File: config.mk
export PLATFORM = sky130hd
export DESIGN_NAME = count_slot_sched
export DESIGN_NICKNAME = d
export VERILOG_FILES = /design/src/rtl/count_slot_sched_pkg.sv /design/src/rtl/count_slot_sched_rr_pick.sv /design/src/rtl/count_slot_sched.sv
export SDC_FILE = /design/constraint.sdc
export NUM_CORES = 1
export LEC_CHECK = 0
export ABC_AREA = 1
export CELL_PAD_IN_SITES_DETAIL_PLACEMENT = 0
export CELL_PAD_IN_SITES_GLOBAL_PLACEMENT = 1
export CORE_MARGIN = 2
export CORE_UTILIZATION = 30
export DETAILED_ROUTE_END_ITERATION = 8
export PLACE_DENSITY = 0.81
export RECOVER_POWER = 25
export SKIP_LAST_GASP = 1
export SLEW_MARGIN = 25
export SYNTH_ARGS = -nofsm -noshare
export SYNTH_HDL_FRONTEND = slang
export SYNTH_SLANG_ARGS = --single-unit
File: constraint.sdc
create_clock -name clk -period 4.3 [get_ports clk]
set_clock_uncertainty 0.1 [all_clocks]
set_input_delay 0.86 -clock clk [delete_from_list [all_inputs] [get_ports clk]]
set_output_delay 0.86 -clock clk [all_outputs]
set_load 0.01 [all_outputs]
File: src/rtl/count_slot_sched_pkg.sv
// ---------------------------------------------------------------------------
// count_slot_sched_pkg : shared types and defaults for the counter slot scheduler
// Rev 1.0
// ---------------------------------------------------------------------------
`default_nettype none

package count_slot_sched_pkg;

    localparam int NREQ_DEF = 4;
    localparam int W_DEF    = 4;
    localparam int CNT_MAX  = (1 << W_DEF) - 1;

    typedef enum logic [1:0] {
        IDLE = 2'd0,
        LOAD = 2'd1,
        RUN  = 2'd2,
        DONE = 2'd3
    } state_t;

endpackage

`default_nettype wire

File: src/rtl/count_slot_sched_rr_pick.sv
// ---------------------------------------------------------------------------
// rr_pick : combinational wrap-around priority search starting at ptr_i
// Rev 1.0
// ---------------------------------------------------------------------------
`default_nettype none

module rr_pick #(
    parameter int NREQ = 4,
    parameter int IW   = 2
) (
    input  logic [NREQ-1:0] req_i,
    input  logic [IW-1:0]   ptr_i,
    output logic            valid_o,
    output logic [IW-1:0]   idx_o
);

    // Scan from the farthest offset down so the nearest requester at or after
    // ptr_i is the last one written and therefore wins.
    always_comb begin
        valid_o = |req_i;
        idx_o   = '0;
        for (int k = NREQ - 1; k >= 0; k--) begin
            if (req_i[(int'(ptr_i) + k) % NREQ]) begin
                idx_o = IW'((int'(ptr_i) + k) % NREQ);
            end
        end
    end

endmodule

`default_nettype wire

File: src/rtl/count_slot_sched.sv
// ---------------------------------------------------------------------------
// count_slot_sched : round-robin time-sharing of one external loadable counter.
// Optional macro SLOT_ABORT_EN: dropping req of the granted slot aborts it.
// Rev 1.0
// ---------------------------------------------------------------------------
`default_nettype none

module count_slot_sched
    import count_slot_sched_pkg::*;
#(
    parameter int NREQ = NREQ_DEF,
    parameter int W    = W_DEF
) (
    input  logic              clk,
    input  logic              reset_n,
    input  logic [NREQ-1:0]   req,
    input  logic [NREQ*W-1:0] req_value,
    output logic [NREQ-1:0]   gnt,
    output logic [NREQ-1:0]   done,
    output logic              busy,
    output logic              ctr_load,
    output logic [W-1:0]      ctr_load_data,
    input  logic [W-1:0]      ctr_count
);

    localparam int            IW    = $clog2(NREQ);
    localparam logic [W-1:0]  C_MAX = {W{1'b1}};

    state_t          state_q, state_d;
    logic [IW-1:0]   idx_q, idx_d;
    logic [IW-1:0]   ptr_q, ptr_d;
    logic [W-1:0]    val_q, val_d;

    logic            pick_valid;
    logic [IW-1:0]   pick_idx;
    logic [IW-1:0]   ptr_next;
    logic [NREQ-1:0] idx_onehot;

    rr_pick #(
        .NREQ (NREQ),
        .IW   (IW)
    ) u_pick (
        .req_i   (req),
        .ptr_i   (ptr_q),
        .valid_o (pick_valid),
        .idx_o   (pick_idx)
    );

    assign ptr_next = (idx_q == IW'(NREQ - 1)) ? '0 : idx_q + 1'b1;

    always_ff @(posedge clk or negedge reset_n) begin
        if (!reset_n) begin
            state_q <= IDLE;
            idx_q   <= '0;
            ptr_q   <= '0;
            val_q   <= '0;
        end else begin
            state_q <= state_d;
            idx_q   <= idx_d;
            ptr_q   <= ptr_d;
            val_q   <= val_d;
        end
    end

    always_comb begin
        state_d = state_q;
        idx_d   = idx_q;
        ptr_d   = ptr_q;
        val_d   = val_q;
        case (state_q)
            IDLE: begin
                if (pick_valid) begin
                    state_d = LOAD;
                    idx_d   = pick_idx;
                    val_d   = req_value[pick_idx*W +: W];
                end
            end
            LOAD:    state_d = RUN;
            RUN: begin
                if (ctr_count == C_MAX) begin
                    state_d = DONE;
                end
            end
            DONE: begin
                state_d = IDLE;
                ptr_d   = ptr_next;
            end
            default: state_d = IDLE;
        endcase
`ifdef SLOT_ABORT_EN
        // Abandon the slot without a done pulse once its owner lets go.
        if ((state_q == LOAD || state_q == RUN) && !req[idx_q]) begin
            state_d = IDLE;
            ptr_d   = ptr_next;
        end
`endif
    end

    assign idx_onehot    = {{(NREQ-1){1'b0}}, 1'b1} << idx_q;
    assign gnt           = (state_q == LOAD || state_q == RUN) ? idx_onehot : '0;
    assign done          = (state_q == DONE) ? idx_onehot : '0;
    assign busy          = (state_q != IDLE);
    assign ctr_load      = (state_q == LOAD);
    assign ctr_load_data = val_q;

endmodule

`default_nettype wire

==> flow_metrics.env <==
export IMPL_drt_total_wl_um=2190
export IMPL_fp_dieW_um=60.5
export IMPL_cellPowerDensity_mw_per_mm2=628
export IMPL_utilization_pct=46.0
export IMPL_vias=1020
export IMPL_antenna_found_initial=0
export IMPL_wl_per_cell_um=9.29
export IMPL_drive_gt1_share_pct=7.81
export IMPL_grt_use_total_pct=13.1
export IMPL_final_common_cell="nand2_1"
export IMPL_syn_area_um2=958
export IMPL_root_buffer="clkbuf_4"
export IMPL_start_kind="flip-flop"
export IMPL_num_rows=20
export IMPL_synth_seq_cells=10
export IMPL_min_delay_path_depth=2
export IMPL_final_cell_area_mm2=0.00140
export IMPL_critPathCaptureType="output port"
export IMPL_max_slew_worst_pin_slew_ns=0.456
export IMPL_h_tree_depth=1
export IMPL_dpl_instance_area_mm2=0.00138
export IMPL_fin_crit_sh_pct=62.8
export IMPL_drcViolationCount=0
export IMPL_fin_setup_tns_ns=0
export IMPL_clockBufferDepth=2
export IMPL_core_area_mm2=0.00305
export IMPL_ys_types=21
export IMPL_design_die_area_mm2=0.00366
export IMPL_hold_path_startpoint="ctr_load_data[3]"
export IMPL_clock_latency_ns=0.26
export IMPL_outcome="finished clean"
export IMPL_postCtsSetupBuffers=0
export IMPL_finalHoldViolCount=0
export IMPL_min_period_ns=2.70
export IMPL_synth_warnings=0
export IMPL_drt_iter0_drc=30
export IMPL_rrSetupSlack_ns=2.18
export IMPL_ir_worst_vdd_mv=0.228
export IMPL_syn2layout_area_growth_pct=46.5
export IMPL_r2r_start="ptr_q[0]"
export IMPL_slew_violations=0
export IMPL_dieHeight_um=60.5
export IMPL_cp_data_required_time_ns=3.34
export IMPL_drtAntennaViolNets=0
export IMPL_dp_hpwl_um=1880
export IMPL_syn_inst=152
export IMPL_rr_worst_depth=10
export IMPL_io_pins=40
export IMPL_cts_sinks=10
export IMPL_clk_pin_slew_ns=0.06
export IMPL_slew_limit_headroom_pct=69.5
export IMPL_cts_tree="done"
export IMPL_maxCapViolCount=0
export IMPL_drt_pass1_iter_count=4
export IMPL_worstSetupPathType="flip-flop to output port"
export IMPL_grt_pass1_vias=889
export IMPL_arrival_ns=1.74
export IMPL_fmax_ghz=0.370
export IMPL_grt_max_degree=14
export IMPL_final_setup_viol_count=0
export IMPL_initial_core_util_pct=31.4
export IMPL_synth_nets=186
export IMPL_cts_buffers=3
export IMPL_numPortBuffers=39
export IMPL_grt_pass1_wl_um=3710
export IMPL_hold_path_end="ctr_load_data[3]"
export IMPL_cts_resized=0
export IMPL_routabilityCongestion=0.737
export IMPL_ys_seq_area_share_pct=26.1
export IMPL_vias_per_cell=4.32
export IMPL_p_leak_uw=0.000773
export IMPL_final_cell_mix="nand2_1, clkdlybuf4s50_1, inv_1"
export IMPL_hold_path_class="flip-flop to flip-flop"
export IMPL_avgSynthCellArea_um2=6.31
export IMPL_gr_total_overflow=0
export IMPL_total_power_uw=882
export IMPL_grt_setup_unrepaired="no"
export IMPL_regToRegEndpoint="ctr_load_data[1]"
export IMPL_diodes=0
export IMPL_cts_hold_buf=0
export IMPL_fin_nets=228
export IMPL_path_max_fanout=5
==> critical path: stages, from the launching register on <==
cell,delay (ns)
dfrtp_1,0.39
inv_1,0.09
ha_1,0.36
nand2_1,0.07
inv_1,0.05
clkdlybuf4s50_1,0.52
==> worst max-delay path by stage <==
stage                     startpoint                to  slack [ns]
after floorplan               req[0]  ctr_load_data[2]        2.24
after global placement        req[3]  ctr_load_data[2]        1.63
after detailed placement      req[3]  ctr_load_data[1]        1.55
after CTS                 state_q[0]            gnt[2]        1.58
after global routing      state_q[0]            gnt[1]        1.45
final                     state_q[0]            gnt[2]        1.60
==> cell usage after synthesis (all sizes together) <==
| library cell | count | share of area [%] |
|---|---|---|
| ha | 8 | 10 |
| nor2 | 10 | 4.4 |
| nand3 | 20 | 11 |
| a21oi | 3 | 1.6 |
| and3b | 1 | 0.91 |
| dfrtp | 10 | 26 |
| buf | 2 | 2.3 |
| nand3b | 1 | 0.78 |
| nand4 | 1 | 0.65 |
| a21boi | 1 | 0.78 |
| or2 | 4 | 2.6 |
| nand2 | 49 | 20 |
| o21ai | 7 | 4.4 |
| inv | 35 | 14 |
==> routing by layer <==
metal  global-route usage [%]  up-vias  share of wire [%]
met1                     17.0      435                 47
met5                        0        -                  0
li1                         -      539                  -
met2                     22.7       44                 45
met4                     2.80        0               0.50
met3                     2.56        2                7.8
==> cells by family (layout without fill, tap and decap cells) <==
logic type	Yosys count	in the layout	share of synthesized area (%)
adders and majority gates	8	8	10.4
AOI/OAI and AO/OA	11	11	6.79
and+or+nand+nor	86	86	40.6
buffers and inverters	37	77	16.1
DFF	10	10	26.1
==> power breakdown <==
part           internal, uW  leakage (uW)  total (uW)  switching [uW]
registers               143      0.000121         192            48.7
clock network          32.3     0.0000138        62.8            30.5
logic                   279      0.000638         628             349
==> state kept, by name, indices dropped and copies added (netlist names) <==
signal / cells
ptr_q: 2
ctr_load_data: 4
state_q: 2
idx_q: 2
==> cell type report <==
class	instances	area [um2]
inverters	35	131
well taps	44	55.1
repair buffers	39	390
multi-input cells	105	554
clock buffers	3	22.5
fillers	329	1650
flip-flops and latches	10	250
==> through the flow <==
stage / hold WS, ns / setup slack (ns) / instances
after floorplan: 0.415 / 2.24 / 152
after global placement: 0.370 / 1.63 / 233
after detailed placement: 0.376 / 1.55 / 233
after CTS: 0.395 / 1.58 / 236
after global routing: 0.404 / 1.45 / 236
final: 0.392 / 1.60 / 236
Note: power is estimated with default switching activity, not from simulation.
